## src/rtl/noc_in_port.sv

```systemverilog
// Router input port: flit FIFO, XY route on the head flit, single-output request,
// wormhole streaming to the crossbar. Optional sticky error flag: NOC_IN_PORT_ERR_EN.
module noc_in_port #(
    parameter int DATA_W  = 32,
    parameter int DEPTH   = 4,
    parameter int PORT_ID = 0,
    parameter int COORD_W = 2,
    parameter int CUR_X   = 0,
    parameter int CUR_Y   = 0
) (
    input  logic              clk,
    input  logic              rst,
    input  logic [DATA_W-1:0] data_i,
    input  logic              valid_i,
    output logic              ready_o,
    output logic              req_n_o,
    output logic              req_s_o,
    output logic              req_e_o,
    output logic              req_w_o,
    output logic              req_l_o,
    output logic              en_o,
    input  logic [2:0]        grant_n_i,
    input  logic [2:0]        grant_s_i,
    input  logic [2:0]        grant_e_i,
    input  logic [2:0]        grant_w_i,
    input  logic [2:0]        grant_l_i,
    output logic [DATA_W-1:0] data_o,
    output logic              valid_o,
    input  logic              ready_i
`ifdef NOC_IN_PORT_ERR_EN
    ,
    output logic              err_o
`endif
);

    localparam int AW = $clog2(DEPTH);
    localparam int CW = AW + 1;

    localparam logic [2:0] OUT_N = 3'd0;
    localparam logic [2:0] OUT_S = 3'd1;
    localparam logic [2:0] OUT_E = 3'd2;
    localparam logic [2:0] OUT_W = 3'd3;
    localparam logic [2:0] OUT_L = 3'd4;

    localparam logic [2:0]         PID    = 3'(PORT_ID);
    localparam logic [COORD_W-1:0] CX     = COORD_W'(CUR_X);
    localparam logic [COORD_W-1:0] CY     = COORD_W'(CUR_Y);

    typedef enum logic [1:0] {
        IDLE = 2'd0,
        REQ  = 2'd1,
        XFER = 2'd2
    } state_t;

    // ------------------------------------------------------------------
    // Flit FIFO
    // ------------------------------------------------------------------
    logic [DATA_W-1:0] mem_q [DEPTH];
    logic [AW-1:0]     wr_ptr_q;
    logic [AW-1:0]     rd_ptr_q;
    logic [CW-1:0]     count_q;
    logic              full;
    logic              empty;
    logic              push;
    logic              pop;
    logic [DATA_W-1:0] front;

    assign full    = (count_q == CW'(DEPTH));
    assign empty   = (count_q == '0);
    assign ready_o = ~full;
    assign push    = valid_i & ~full;
    assign front   = mem_q[rd_ptr_q];

    always_ff @(posedge clk) begin
        if (push) begin
            mem_q[wr_ptr_q] <= data_i;
        end
    end

    always_ff @(posedge clk) begin
        if (rst) begin
            wr_ptr_q <= '0;
            rd_ptr_q <= '0;
            count_q  <= '0;
        end else begin
            if (push) begin
                wr_ptr_q <= wr_ptr_q + AW'(1);
            end
            if (pop) begin
                rd_ptr_q <= rd_ptr_q + AW'(1);
            end
            count_q <= count_q + CW'(push) - CW'(pop);
        end
    end

    // Type bits: [DATA_W-2] set for head/single, [DATA_W-1] set for tail/single.
    logic front_is_head;
    logic front_is_tail;
    assign front_is_head = front[DATA_W-2];
    assign front_is_tail = front[DATA_W-1];

    // ------------------------------------------------------------------
    // XY route of the flit at the FIFO front
    // ------------------------------------------------------------------
    logic [COORD_W-1:0] dest_x;
    logic [COORD_W-1:0] dest_y;
    logic [2:0]         route;

    assign dest_x = front[COORD_W-1:0];
    assign dest_y = front[2*COORD_W-1:COORD_W];

    always_comb begin
        route = OUT_L;
        if (dest_x > CX) begin
            route = OUT_E;
        end else if (dest_x < CX) begin
            route = OUT_W;
        end else if (dest_y > CY) begin
            route = OUT_N;
        end else if (dest_y < CY) begin
            route = OUT_S;
        end
    end

    // ------------------------------------------------------------------
    // Request / grant / transfer FSM
    // ------------------------------------------------------------------
    state_t     state_q;
    state_t     state_d;
    logic [2:0] out_sel_q;
    logic [2:0] out_sel_d;
    logic [2:0] grant_sel;
    logic       fifo_valid;

    assign fifo_valid = ~empty;

    always_comb begin
        grant_sel = 3'b111;
        case (out_sel_q)
            OUT_N:   grant_sel = grant_n_i;
            OUT_S:   grant_sel = grant_s_i;
            OUT_E:   grant_sel = grant_e_i;
            OUT_W:   grant_sel = grant_w_i;
            OUT_L:   grant_sel = grant_l_i;
            default: grant_sel = 3'b111;
        endcase
    end

    always_ff @(posedge clk) begin
        if (rst) begin
            state_q   <= IDLE;
            out_sel_q <= OUT_L;
        end else begin
            state_q   <= state_d;
            out_sel_q <= out_sel_d;
        end
    end

    always_comb begin
        state_d   = state_q;
        out_sel_d = out_sel_q;
        pop       = 1'b0;
        valid_o   = 1'b0;
        en_o      = 1'b0;
        case (state_q)
            IDLE: begin
                en_o = 1'b1;
                if (fifo_valid) begin
                    if (front_is_head) begin
                        out_sel_d = route;
                        state_d   = REQ;
                    end else begin
                        // Orphan body/tail without a head: drop it.
                        pop = 1'b1;
                    end
                end
            end
            REQ: begin
                if (grant_sel == PID) begin
                    state_d = XFER;
                end
            end
            XFER: begin
                valid_o = fifo_valid;
                pop     = fifo_valid & ready_i;
                if (fifo_valid && ready_i && front_is_tail) begin
                    en_o    = 1'b1;
                    state_d = IDLE;
                end
            end
            default: begin
                state_d = IDLE;
            end
        endcase
    end

    assign data_o = front;

    // Request held from REQ through the tail pop of the packet.
    logic       req_active;
    logic [4:0] req_vec;

    assign req_active = (state_q == REQ) || (state_q == XFER);

    for (genvar gi = 0; gi < 5; gi++) begin : g_req
        assign req_vec[gi] = req_active & (out_sel_q == 3'(gi));
    end

    assign req_n_o = req_vec[OUT_N];
    assign req_s_o = req_vec[OUT_S];
    assign req_e_o = req_vec[OUT_E];
    assign req_w_o = req_vec[OUT_W];
    assign req_l_o = req_vec[OUT_L];

`ifdef NOC_IN_PORT_ERR_EN
    // ------------------------------------------------------------------
    // Sticky protocol error: orphan flit dropped, or new head arriving
    // before the previous packet's tail has been pushed.
    // ------------------------------------------------------------------
    logic err_q;
    logic in_pkt_q;
    logic discard;
    logic push_is_head;
    logic push_is_tail;

    assign discard      = (state_q == IDLE) & pop;
    assign push_is_head = push & data_i[DATA_W-2];
    assign push_is_tail = push & data_i[DATA_W-1];

    always_ff @(posedge clk) begin
        if (rst) begin
            err_q    <= 1'b0;
            in_pkt_q <= 1'b0;
        end else begin
            if (discard || (push_is_head && in_pkt_q)) begin
                err_q <= 1'b1;
            end
            if (push_is_tail) begin
                in_pkt_q <= 1'b0;
            end else if (push_is_head) begin
                in_pkt_q <= 1'b1;
            end
        end
    end

    assign err_o = err_q;
`endif

endmodule

```

## config.mk

```make
export PLATFORM = sky130hd
export DESIGN_NAME = noc_in_port
export DESIGN_NICKNAME = d
export VERILOG_FILES = /design/src/rtl/noc_in_port.sv
export SDC_FILE = /design/constraint.sdc
export NUM_CORES = 1
export LEC_CHECK = 0
export CAP_MARGIN = 20
export CORE_MARGIN = 2
export CORE_UTILIZATION = 34
export CTS_BUF_LIST = sky130_fd_sc_hd__clkbuf_8
export DETAILED_ROUTE_END_ITERATION = 10
export HOLD_SLACK_MARGIN = 0.1
export PLACE_DENSITY = 0.64
export SLEW_MARGIN = 20
export SYNTH_ARGS = -nofsm -noshare
export SYNTH_HDL_FRONTEND = slang
export SYNTH_SLANG_ARGS = --single-unit
```

## constraint.sdc

```tcl
create_clock -name clk -period 6.3 [get_ports clk]
set_input_delay 1.575 -clock clk [delete_from_list [all_inputs] [get_ports clk]]
set_output_delay 1.575 -clock clk [all_outputs]
set_load 0.005 [all_outputs]
```

==> flow_summary.ini, run 1 <==
[floorplan]
dieHeight_um = 130.4
coreArea_um2 = 15770
rows = 46
design.portCount = 91
dieArea_um2 = 16990
initial_utilization_pct = 34.42
die_w_um = 130.4

[flow_run]
maxCapViolations = 0

[power]
combPwrFrac_pct = 26.3
power.leakage_nw = 2.253
p_switching_w = 0.0007121
seq_power_share_pct = 45.1
p_clk_share_pct = 28.6
ir_drop_uv = 209.7
pwr_density_cell_nw_per_um2 = 399.1
swShare_pct = 25.83
internal_power_w = 0.002044

[clock_network]
clock_latency_ps = 430
clk_pin_slew_ps = 80
cts_tree = yes
clock-root-buffer = clkbuf_8
post_cts_buffers = 0
htreeDepth = 4
clockBufferDepth = 2
cts_hold_buf = 0
cts_resized = 0
cts.sinks = 141
numCtsBuffers = 17

[placed_design]
gp_congestion = 0.6928
dp_hpwl_mm = 5.982
dp_cells = 549
numPortBuffers = 82
dp_slack_ps = 1989

[synth]
async_reset_ff_share_pct = 0
syn_avg_cell_area_um2 = 20.88
yosysSeqAreaShare_pct = 75.61
synth-seq-cells = 141
ys_warn_count = 0
synth_area_um2 = 5428
synth-edff-count = 128
synth_flop_cell = edfxtp_1
synth.distinct_cells = 43
syn-instance-count = 260

[global_routing]
antenna_found_initial = 0
overflow = 0
grt_pass1_vias = 2857
grt_start_max_net_pins = 33
grt_pass1_wl_mm = 15.43
grt_usage_pct = 12.82

[routing]
wire_per_inst_um = 17.36
drtIter0Drc = 110
num_vias = 2693
postRouteAntennaNets = 0
vias_per_cell = 4.643
drc = 0
drtPass1Iterations = 4
wl_mm = 10.07

[critical_path]
worst_path_largest_cell_delay_ps = 500
ff2ff_setup_slack_ps = 2760
cp_common_cell = clkdlybuf4s50_1
startpoint_type = primary input
critPathCaptureType = output port
path_cells = clkdlybuf4s50_1, a41o_1, clkdlybuf4s50_1
worst_ep_arrival_time_ps = 2740
slowest_stage = clkdlybuf4s50_1
crit_type = in -> out
cp.required_ps = 4720
cp_max_fo = 3

[timing]
fmax_ghz = 0.2316
period_share_pct = 68.54
slew_headroom_pct = 37.73
finalWorstSetupSlack_ps = 1982
slew_violations = 0
hold_slack_ps = 484.4
fin_tns_setup_ps = 0
setup_viol = 0
hold_viol_final = 0
tightest_slew_ps = 934.1
fin_worst_skew_ps = 10.27
rsz0062_at_grt = no
period_needed_ps = 4318

[final_layout]
final_cells = 580
layout.area.seq_um2 = 4106
final_cell_mix = edfxtp_1, clkdlybuf4s50_1, mux4_2
antenna_cells = 0
area_growth_syn_to_layout_pct = 27.25
final_common_cell = edfxtp_1
drive_gt1_share_pct = 19.51
fin_util_pct = 43.80
layout.nets = 413
multi_input_area_um2 = 1232
fillers = 1396

[worst_hold_path]
hp-class = reg -> reg

[run_status]
status = complete, no violations
per-stage QoR:
stage               total power [W]  cell area (um2)
finish                     0.002756             6907
global route               0.002906             6907
CTS                        0.002800             6907
detailed placement         0.002002             6475
global placement           0.001991             6475
floorplan                  0.001631             5431
critical path: cells and delay by family:
kind	cells	cell delay, ps
buffers and inverters	2	1000
AO/OA/AOI/OAI	1	170
layer usage:
metal	vias to the layer above	track usage, %	share of wire [%]
met3	14	5.658	8.3
met2	93	20.11	48
met4	0	5.131	1.9
li1	1234	-	-
met1	1352	15.67	42
met5	-	0	0
sequential cells by signal, indices dropped and copies added, names as in the netlist, named ones only:
signal / flops
mem_q: 128
out_sel_q: 2
wr_ptr_q: 2
count_q: 3
rd_ptr_q: 2
state_q: 2
area by class of cell:
type	instances	share of cell area (%)
multi-input combinational	99	17.84
tap	216	3.913
sequential	141	59.46
inverter	10	0.5435
clock inverter	14	2.862
timing repair buffer	83	11.99
clock buffer	17	3.388
logic make-up after synthesis:
family	count (synthesis)	synth area share, %
other	1	0.06909
multiplexers	36	14.06
XOR/XNOR	3	0.4842
AO/OA/AOI/OAI	14	1.867
AND/OR/NAND/NOR	34	3.619
buffers and inverters	21	1.844
flip-flops	141	75.61
adder cells (fa/ha/maj)	10	2.444
power by group through the flow:
stage | Clock, W | Combinational, W | Sequential (W)
5_1_grt | 0.000847 | 0.000795 | 0.00126
2_1_floorplan | 0 | 0.000430 | 0.00120
6_report | 0.000790 | 0.000724 | 0.00124
3_5_place_dp | 0 | 0.000733 | 0.00127
4_1_cts | 0.000811 | 0.000741 | 0.00125
3_3_place_gp | 0 | 0.000729 | 0.00126
cell usage after synthesis, types with 2 or more instances:
master	number	area [um2]
a211oi_1	2	15.01
or3_1	3	18.77
buf_1	2	7.510
edfxtp_1	128	3844
o31ai_1	2	15.01
xnor2_1	2	17.52
dfxtp_1	13	260.3
a21oi_1	3	15.01
ha_1	9	112.6
buf_4	3	22.52
mux2i_1	2	20.02
and3_1	4	25.02
mux4_2	32	720.7
clkbuf_1	3	11.26
nor2_1	7	26.28
nor2b_1	2	12.51
inv_1	10	37.54
mux2_2	2	22.52
buf_2	2	10.01
nand2_1	6	22.52
path summary, 6_finish.rpt:
check	startpoint	cells past startpoint	endpoint
max	ready_i	3	en_o
max reg2reg	register	12	count_q[2]$_SDFF_PP0_
min reg2reg	state_q[0]$_SDFFE_PP0P_	2	state_q[0]$_SDFFE_PP0P_
min	state_q[0]$_SDFFE_PP0P_	2	state_q[0]$_SDFFE_PP0P_
No activity file was read; power rests on OpenSTA's default activity.
==> run 2, diff against run 1 <==
- clock period: 6.3 -> 4.4 ns (I/O delays scaled with it)
==> run 2 against run 1 <==
Compared with the run above:
- register-to-register slack worse by 1500 ps
- combinational power up 52%
- via count up 0.56%
- first-iteration DRC count up 22%
- hold slack worse by 4.2 ps
- count of clock-buffer cells in the layout unchanged
- global-route usage about the same
- critical endpoint unchanged
==> flow_summary.ini, run 2 (same netlist as run 1, synthesis figures left out) <==
[run_status]
status = complete, no violations

[final_layout]
area_growth_syn_to_layout_pct = 28.45
final_common_cell = edfxtp_1
reg.largest.list = mem_q (128), count_q (3)
drive_gt1_share_pct = 20.22
largest_reg_flops = 128
final_cell_mix = edfxtp_1, clkdlybuf4s50_1, mux4_2
regMostFlops = mem_q
antenna_cells = 0
layout.nets = 414
fin_area_um2 = 6972

[critical_path]
cpLargestDelayFamily = flip-flops
cp.required_ps = 3300
slowest_stage = dfxtp_2
worst_path_largest_cell_delay_ps = 730
crit_type = reg -> out
critPathBufInv = 1
critPathCaptureType = output port
r2r_cells = 11
cp_max_fo = 14
reg2reg_to = count_q[2]$_SDFF_PP0_
worst_ep_arrival_time_ps = 2520
ff2ff_setup_slack_ps = 1290
startpoint_type = register
path_cells = mux4_2, a41o_1, clkdlybuf4s50_1

[routing]
vias_per_cell = 4.653
postRouteAntennaNets = 0
wire_per_inst_um = 17.51
drtPass1Iterations = 4
num_vias = 2708
wl_mm = 10.19
drtIter0Drc = 134
drc = 0

[timing]
finalWorstSetupSlack_ps = 775.6
fin_tns_setup_ps = 0
period_needed_ps = 3624
fin_worst_skew_ps = 9.042
rsz0062_at_grt = no
slew_violations = 0
fmax_ghz = 0.2759
setup_viol = 0
period_share_pct = 82.37
tightest_slew_ps = 925.0
hold_slack_ps = 480.2
hold_viol_final = 0
slew_headroom_pct = 38.33

[clock_network]
cts_resized = 0
clock-root-buffer = clkbuf_8
htreeDepth = 4
cts.sinks = 141
clk_pin_slew_ps = 80
cts_tree = yes
clock_latency_ps = 440
cts_hold_buf = 0
post_cts_buffers = 0
clockBufferDepth = 2
numCtsBuffers = 17

[floorplan]
initial_utilization_pct = 34.42
rows = 46
dieHeight_um = 130.4
dieArea_um2 = 16990
design.portCount = 91
coreArea_um2 = 15770
die_w_um = 130.4

[global_routing]
grt_usage_pct = 12.84
overflow = 0
antenna_found_initial = 0
grt_start_max_net_pins = 33
grt_pass1_vias = 2909
grt_pass1_wl_mm = 15.53

[worst_hold_path]
holdPathStages = 2
hold_start = state_q[0]$_SDFFE_PP0P_
hp-class = reg -> reg
hold_end = state_q[0]$_SDFFE_PP0P_

[placed_design]
numPortBuffers = 82
dp_hpwl_mm = 5.993
gp_congestion = 0.7038
dp_slack_ps = 1043
dpl_cell_area_um2 = 6495

[power]
pwr_density_cell_nw_per_um2 = 580.8
power.leakage_nw = 2.279
ir_drop_uv = 271.8

[flow_run]
maxCapViolations = 0
==> run 2: per-layer routing <==
| layer | track usage (%) | wire [um] |
|---|---|---|
| met1 | 15.65 | 4168 |
| met2 | 19.80 | 4966 |
| met4 | 6.070 | 235 |
| met3 | 5.576 | 820 |
| met5 | 0 | 0 |
==> run 2: cell type report <==
class                      instances  area [um2]
fill                            1383        8798
sequential                       141        4106
multi-input combinational         99        1232
timing repair buffer              84       848.3
tap                              216       270.3
clock inverter                    15       242.7
clock buffer                      17       234.0
inverter                          10       37.54
==> run 2: where the power goes <==
group	switching (W)	total, W	internal (W)
sequential	0.0000858	0.00173	0.00164
clock	0.000489	0.00122	0.000732
combinational	0.000471	0.00110	0.000630
==> run 2: stage by stage <==
step / util [%] / power [W] / std cells
final: 44.21 / 0.004049 / 582
after global placement: 41.19 / 0.002859 / 550
after CTS: 44.21 / 0.004113 / 582
after detailed placement: 41.19 / 0.002883 / 550
after floorplan: - / 0.002336 / 261
after global routing: 44.21 / 0.004255 / 582
==> run 2: worst max-delay path by stage <==
stage,from,to,slack (ps),depth (start not counted)
6_report,register,en_o,780,3
5_1_grt,register,data_o[18],620,3
4_1_cts,register,en_o,690,3
3_5_place_dp,ready_i,en_o,1040,3
3_3_place_gp,ready_i,en_o,1040,3
2_1_floorplan,valid_i,count_q[2]$_SDFF_PP0_,1780,10
==> run 2: worst min-delay path: stages (launching register included) <==
cell and delay [ps]:
dfxtp_1 330, nand2_1 60, mux2i_1 50
